### src/rtl/rv_fetch_pkg.sv
// Shared types and helpers for the RV32IC instruction fetch path.
package rv_fetch_pkg;

  typedef logic [15:0] halfword_t;
  typedef logic [31:0] word_t;

  localparam logic [1:0] OPC_QUAD_32 = 2'b11;

  function automatic logic is_compressed(input halfword_t hw);
    return hw[1:0] != OPC_QUAD_32;
  endfunction

endpackage

### src/rtl/fetch_aligner_pc_adder.sv
// Next-PC adder: steps the current instruction PC by its encoded length.
module fetch_aligner_pc_adder
  import rv_fetch_pkg::*;
(
  input  word_t pc_current,
  input  logic  Inst_Compr,
  output word_t pc_next
);

  assign pc_next = pc_current + (Inst_Compr ? 32'd2 : 32'd4);

endmodule

### src/rtl/fetch_aligner.sv
// RV32IC fetch aligner: buffers instruction-memory halfwords and hands decode
// one whole 16- or 32-bit instruction per cycle with its PC.
module fetch_aligner
  import rv_fetch_pkg::*;
#(
  parameter word_t RESET_PC = 32'h0000_0000,
  parameter int    BUF_HW   = 4
) (
  input  logic        clk,
  input  logic        rst_n,
  output logic [31:0] fetch_addr,
  output logic        fetch_ready,
  input  logic        fetch_valid,
  input  logic [31:0] fetch_data,
  input  logic        redirect_valid,
  input  logic [31:0] redirect_pc,
  output logic        inst_valid,
  input  logic        inst_ready,
  output logic [31:0] inst,
  output logic [31:0] inst_pc,
  output logic        Inst_Compr
);

  localparam int CW = $clog2(BUF_HW + 1);

  halfword_t      hw_q [BUF_HW];
  halfword_t      hw_d [BUF_HW];
  logic [CW-1:0]  count_q;
  logic [CW-1:0]  count_d;
  word_t          fetch_addr_q;
  word_t          inst_pc_q;
  word_t          pc_next;
  logic           skip_q;
  logic           head_compr;
  logic           accept;
  logic           consume;
  logic [1:0]     pop_n;
  logic [1:0]     push_n;
  int             base_idx;

  // Decode is purely from registered buffer state, so outputs hold while stalled.
  assign head_compr  = is_compressed(hw_q[0]);
  assign inst_valid  = (count_q != '0 && head_compr) || (count_q >= CW'(2) && !head_compr);
  assign Inst_Compr  = inst_valid && head_compr;
  assign inst        = !inst_valid ? 32'h0 :
                       head_compr  ? {16'h0, hw_q[0]} : {hw_q[1], hw_q[0]};
  assign inst_pc     = inst_pc_q;
  assign fetch_addr  = fetch_addr_q;
  assign fetch_ready = (count_q <= CW'(BUF_HW - 2)) && !redirect_valid;

  assign accept   = fetch_valid && fetch_ready;
  assign consume  = inst_valid && inst_ready;
  assign pop_n    = consume ? (head_compr ? 2'd1 : 2'd2) : 2'd0;
  assign push_n   = accept ? (skip_q ? 2'd1 : 2'd2) : 2'd0;
  assign base_idx = int'(count_q) - int'(pop_n);

  // Shift out consumed halfwords, then append the new word behind the survivors.
  always_comb begin
    for (int i = 0; i < BUF_HW; i++) begin
      hw_d[i] = '0;
      if (i + int'(pop_n) < BUF_HW && i < base_idx)
        hw_d[i] = hw_q[i + int'(pop_n)];
      if (push_n == 2'd2) begin
        if (i == base_idx)     hw_d[i] = fetch_data[15:0];
        if (i == base_idx + 1) hw_d[i] = fetch_data[31:16];
      end else if (push_n == 2'd1 && i == base_idx) begin
        hw_d[i] = fetch_data[31:16];
      end
    end
    count_d = count_q - CW'(pop_n) + CW'(push_n);
  end

  fetch_aligner_pc_adder u_pc_adder (
    .pc_current (inst_pc_q),
    .Inst_Compr (Inst_Compr),
    .pc_next    (pc_next)
  );

  always_ff @(posedge clk or negedge rst_n) begin
    if (!rst_n) begin
      count_q      <= '0;
      for (int i = 0; i < BUF_HW; i++) hw_q[i] <= '0;
      fetch_addr_q <= {RESET_PC[31:2], 2'b00};
      inst_pc_q    <= RESET_PC;
      skip_q       <= RESET_PC[1];
    end else if (redirect_valid) begin
      count_q      <= '0;
      for (int i = 0; i < BUF_HW; i++) hw_q[i] <= '0;
      fetch_addr_q <= {redirect_pc[31:2], 2'b00};
      inst_pc_q    <= {redirect_pc[31:1], 1'b0};
      skip_q       <= redirect_pc[1];
    end else begin
      count_q <= count_d;
      for (int i = 0; i < BUF_HW; i++) hw_q[i] <= hw_d[i];
      if (accept) begin
        fetch_addr_q <= fetch_addr_q + 32'd4;
        skip_q       <= 1'b0;
      end
      if (consume) inst_pc_q <= pc_next;
    end
  end

endmodule
### config.mk
export PLATFORM = sky130hd
export DESIGN_NAME = fetch_aligner
export DESIGN_NICKNAME = d
export VERILOG_FILES = /design/src/rtl/rv_fetch_pkg.sv /design/src/rtl/fetch_aligner_pc_adder.sv /design/src/rtl/fetch_aligner.sv
export SDC_FILE = /design/constraint.sdc
export NUM_CORES = 1
export LEC_CHECK = 0
export ABC_AREA = 1
export BUFFER_PORTS_ARGS = -buffer_cell sky130_fd_sc_hd__buf_4
export CAP_MARGIN = 40
export CORE_MARGIN = 2
export CORE_UTILIZATION = 53
export DETAILED_ROUTE_END_ITERATION = 12
export HOLD_SLACK_MARGIN = 0.1
export PLACE_DENSITY = 0.78
export SLEW_MARGIN = 25
export SYNTH_ARGS = -nofsm -noshare
export SYNTH_HDL_FRONTEND = slang
export SYNTH_SLANG_ARGS = --single-unit
export TNS_END_PERCENT = 1
### constraint.sdc
create_clock -name clk -period 3.95 [get_ports clk]
set_input_delay 0.1975 -clock clk [delete_from_list [all_inputs] [get_ports clk]]
set_output_delay 0.1975 -clock clk [all_outputs]
set_load 0.03 [all_outputs]
# After elaboration in Yosys (flattened, before gate mapping)
# Index checks and enable logic that the tools add are counted.
classes:
  n_addsub: 9
  magnitude_cmp: 14
  n_eq_ne: 9
  n_mux: 47
  n_bitwise: 4
  n_reduce_logical: 22
ops:
  columns: ["cell", "n"]
  rows:
  - ["2-to-1 mux 16 bit", 28]
  - ["2-to-1 mux 32 bit", 6]
  - ["binary-select mux 16 bit (select 2 bit)", 4]
  - [">= comparator 32 x 3 -> 1 bit, second input constant", 4]
  - ["< comparator 32 x 4 -> 1 bit, second input constant", 3]
  - ["NOT 3 -> 32 bit", 3]
  - ["zero test 32 bit", 2]
  - ["2-to-1 mux 64 bit", 1]
  - ["adder 32 x 3 -> 32 bit, second input constant", 1]
  - ["adder 32 bit", 1]
  - ["NOT 2 -> 32 bit", 1]
  - ["logical AND 1 bit", 14]
  - ["== test 3 x 5 -> 1 bit, first input constant", 2]
  - ["== test 3 x 4 -> 1 bit, first input constant", 2]
  - ["< comparator 3 x 4 -> 1 bit, first input constant", 2]
  - ["2-to-1 mux 2 bit", 4]
  - ["adder 2 x 2 -> 3 bit, first input constant", 2]
  - ["2-to-1 mux 3 bit", 2]
  - ["adder 4 x 2 -> 5 bit, second input constant", 1]
  - ["== test 2 x 5 -> 1 bit, first input constant", 1]
  - ["== test 2 x 4 -> 1 bit, first input constant", 1]
  - ["< comparator 1 x 4 -> 1 bit, first input constant", 1]
  - ["< comparator 2 x 4 -> 1 bit, first input constant", 1]
  - ["nonzero test 2 bit", 2]
  - ["14 further kinds", 16]
word_totals:
  regBits: 132
  input_bits: 69
  wordCells: 113

# Depth between registers and ports, before layout
logic_depth:
  ltp_word: 16
  depth_mapped: 25
  depth_no_buf: 20

# Cells and area by module
# A second synthesis with hierarchy kept.
unflattened:
  cells_unflattened: 1808
  area_unflattened_um2: 11135.7
by_module_without_submodules:
  columns: ["module", "instances", "cells_per_inst", "area_per_inst_um2", "seq_area_each_um2"]
  rows:
  - ["fetch_aligner", 1, 1622, 10204.8, 3253.1]
  - ["fetch_aligner_pc_adder", 1, 186, 930.9, 0.0]

# Worst setup path before layout
# OpenSTA, ideal clock, no wires.
synth_path:
  path_type: "register -> register"
  startpoint: "register count_q[2]"
  endpoint: "register hw_q[49] (netlist name)"
  arrival_time_ps: 3562
  required_ps: 3829
  slack_ps: 267
  stages_incl_launch_ff: 23
  cell_sequence: "dfrtp_1 nor2_4 nand2_4 nand3_4 buf_4 buf_6 inv_1 ha_1 inv_1 fa_1 nor2_2 nand3_1 inv_1 buf_2 ha_1 clkbuf_1 nand2_1 buf_2 buf_2 nand4_1 nand2_1 nand2_1 a21oi_1"
synth_via:
  elab_chain_cells: 14
  elab_cells_between_ends: 31
synth_lines:
  columns: ["item", "line_no", "text"]
  rows:
  - ["from (decl)", "fetch_aligner.sv:28", "logic [CW-1:0] count_q;"]
  - ["from (signal assigned)", "fetch_aligner.sv:93", "count_q <= count_d;"]
  - ["branches (longest 12 deep; another with adder 4 x 2 -> 5 bit)", null, null]
  - ["2-to-1 mux 16 bit (*)", "fetch_aligner.sv:63", "if (push_n == 2'd2) begin"]
  - ["2-to-1 mux 64 bit (*)", "fetch_aligner.sv:86", "end else if (redirect_valid) begin"]
  - ["to (decl)", "fetch_aligner.sv:26", "halfword_t hw_q [BUF_HW];"]
# Mark *: on every way between the ends. The select of a mux whose other input is x is not followed.
# A chain may end at the register's enable or synchronous reset.

# Worst setup path after layout
layout_path:
  startpoint: "register count_q[2]"
  endpoint: "register hw_q[56] (netlist name)"
# Same word-level chain as after synthesis.

==> metrics.txt <==
Final Max Tran Viols=0; # clock sinks=129; area fraction of the dominant cell type after synthesis=29.5%; post-DP HPWL=26900 µm; Final Wtd Congestion=0.943; Seq/Total Area, Yosys=29.5%; Cell Area, Synth=10900 µm²; xor/xnor share of the synthesized area=2.56%; crit path cell chain=nor2_4 -> buf_4 -> nand2_2 -> nand3_1 -> fa_1 -> nor2_2 -> nand3_1 -> inv_1 -> ha_1 -> nand2_1 -> buf_12 -> o21ai_0 -> inv_1 -> nand2_1 -> nand2_1 -> a21oi_1; fraction of layout cells with a size suffix above 1=13.4%; WS Path Type=register to register; root buffer selected by CTS=clkbuf_16; H-tree levels=4; clk_lat worst skew=0.43 ns; Final WS setup=0.266 ns; CP Max Fanout=18; Total GRT Usage=37.2%; die area=21800 µm²; CP max stage delay=0.48 ns; row count=52; leakage power=6.61 nW; max cap viols=0; vias in the first global route=12.5k; crit path time final=3.68 ns; Remaining DRCs=0; Synth Area in Adders=1.88%; Post-Syn Instances=1784; Final Non-Filler Cells=2200; die height=148 µm; Bufs and invs on worst path=4; DR vias=13.2k; Die W=148 µm; Post-DRT Antenna Nets=0; Synth area leaders=dfrtp_1 30%, nand2_1 19%, nand3_1 9.8%; placed instance count=2144; Clock Skews=0.0118 ns; CP max-delay cell=fa_1; mux cell area share after synthesis=0%; hold_buf cts=23; Layout Area Growth over Synthesis=20.0%; largest net degree at the start of global routing=79; total power=8.85 mW; fin nets=2000; crit share post-route=93.3%; final count of negative-setup-slack endpoints=0; I/O pins=168; Post-CTS Resized=0; worst reg2reg setup slack=0.27 ns; Synth Flop Type=dfrtp_1; CP dominant cell by count=nand2_1; Starting DRT DRC Count=1395; DR vias/cell=5.98; first-pass GRT wire length=64300 µm; Crit path max-delay family=simple AND/OR/NAND/NOR gates; n_diodes=0; Synth Area in Simple Gates=41.6%; drt total wl=40400 µm; HP Class=input pin to register; Core Box Area=20200 µm²; number of buffers created by CTS=17; antenna violations before repair=0; DR pass1 iterations=6; setup TNS=0 ns; Bufs on Longest Clock Path=2; port bufs=163; RSZ-0062 raised after global routing=no; Final Hold Fails=0; CTS tree=built; Post-synth ARST share=100%; WL per Instance=18.4 µm; Max Freq=271 MHz; GRT Residual Overflow=0; DP Worst Slack=0.405 ns; area fraction in compound gates after synthesis=14.1%; Max-slew headroom=43.5%; outcome=finished clean; post-synth top area cell=dfrtp_1; largest family of logic cells by synthesized area=simple AND/OR/NAND/NOR gates; CP Launch Type=register; Post-Syn Area per Cell=6.13 µm²; PwrDens=674 nW/µm²; Worst Tran Pin Value=0.847 ns; YS warnings=0; postcts setup bufs=0; synthesized flop and latch total=129; Reg clk slew, reported paths=0.06 ns; Critical Path RT=4.30 ns; Initial Utilization=54.1%; CP arrival=4.03 ns; Cell variety after synth=40; worst IR drop on VDD=0.000559 V; CP endpoint kind=register; EDFF count, synth=0
## layout make-up
type | instances | area, µm²
fill | 1872 | 7100
multi-input combinational | 1377 | 6590
clock buffer | 19 | 443
clock inverter | 13 | 128
sequential | 129 | 3230
inverter | 173 | 649
tap | 270 | 338
timing repair buffer | 219 | 1760
## kinds of logic (layout without fill, tap and decap cells)
| family | count (synthesis) | after routing |
|---|---|---|
| buffers and inverters | 280 | 424 |
| flip-flops | 129 | 129 |
| AND/OR/NAND/NOR | 1054 | 1054 |
| other | 1 | 3 |
| XOR/XNOR | 32 | 32 |
| adder cells (fa/ha/maj) | 14 | 14 |
| AO/OA/AOI/OAI | 274 | 274 |
## cells in the mapped netlist, types with 2 or more instances
| master | count |
|---|---|
| inv_1 | 162 |
| o21ai_0 | 114 |
| nor3_1 | 25 |
| clkbuf_1 | 55 |
| nand3b_1 | 2 |
| xnor2_1 | 6 |
| buf_4 | 9 |
| a21oi_1 | 85 |
| inv_2 | 10 |
| nand2_1 | 559 |
| xor2_1 | 26 |
| nand3_4 | 2 |
| a31oi_1 | 9 |
| o221ai_1 | 3 |
| o211ai_1 | 49 |
| nor2_1 | 167 |
| nor3b_1 | 2 |
| a22oi_1 | 4 |
| nor2_4 | 4 |
| buf_1 | 6 |
| o21ai_1 | 5 |
| o21bai_1 | 4 |
| nand3_1 | 215 |
| fa_1 | 4 |
| buf_2 | 36 |
| nand2_2 | 4 |
| nand4_1 | 63 |
| dfrtp_1 | 129 |
| ha_1 | 10 |
| nor2_2 | 5 |
## metrics by stage
stage	instance area [µm²]	utilization [%]	hold WS (ns)
CTS	13100	64.8	0.100
global route	13100	64.9	0.102
global placement	12300	60.6	0.294
detailed placement	12300	60.8	0.293
finish	13100	64.9	0.104
floorplan	10900	-	-0.0981
## tightest hold or removal path: cells and delay by family
family | cells | cell delay (ns)
AO/OA/AOI/OAI | 2 | 0.21
buffers and inverters | 1 | 0.08
## where the power goes
group / switching, mW / internal (mW)
Combinational: 3.64 / 1.60
Sequential: 0.408 / 1.63
Clock: 0.678 / 0.894
## sequential cells by signal (all words and copies together), names as in the netlist
name,flops
count_q,3
fetch_addr,30
hw_q,64
inst_pc,31
skip_q,1
## cells in the final DEF, fill, tap and decap left out, drive strengths merged, types with 5 or more instances in the layout
cell type | Yosys | layout
a21oi | 85 | 85
a31oi | 9 | 9
buf | 52 | 196
clkbuf | 55 | 19
clkinv | 1 | 5
dfrtp | 129 | 129
dlygate4sd3 | 0 | 23
ha | 10 | 10
inv | 172 | 177
nand2 | 564 | 564
nand3 | 218 | 218
nand4 | 63 | 63
nor2 | 176 | 176
nor3 | 26 | 26
o211ai | 49 | 49
o21ai | 119 | 119
xnor2 | 6 | 6
xor2 | 26 | 26
## layer usage
metal	share of wire, %	GRT usage (%)	vias up	wire length (µm)
met2	46	60.5	887	18500
met1	38	47.3	5958	15300
met4	4.9	17.7	0	1960
met5	0	0	-	0
li1	-	-	6136	-
met3	11	8.09	178	4620
## path summary, 6_finish.rpt
kind	endpoint	start	cells after the start
max	hw_q[56]$_DFF_PN0_	count_q[2]$_DFF_PN0_	16
min	inst_pc[28]$_DFFE_PN0N_	redirect_pc[28]	3
max reg2reg	hw_q[56]$_DFF_PN0_	count_q[2]$_DFF_PN0_	16
min reg2reg	inst_pc[23]$_DFFE_PN0N_	inst_pc[23]$_DFFE_PN0N_	2
max in group asynchronous	inst_pc[30]$_DFFE_PN0N_	rst_n	4
min in group asynchronous	hw_q[35]$_DFF_PN0_	rst_n	2
No activity file was read; power rests on OpenSTA's default activity.
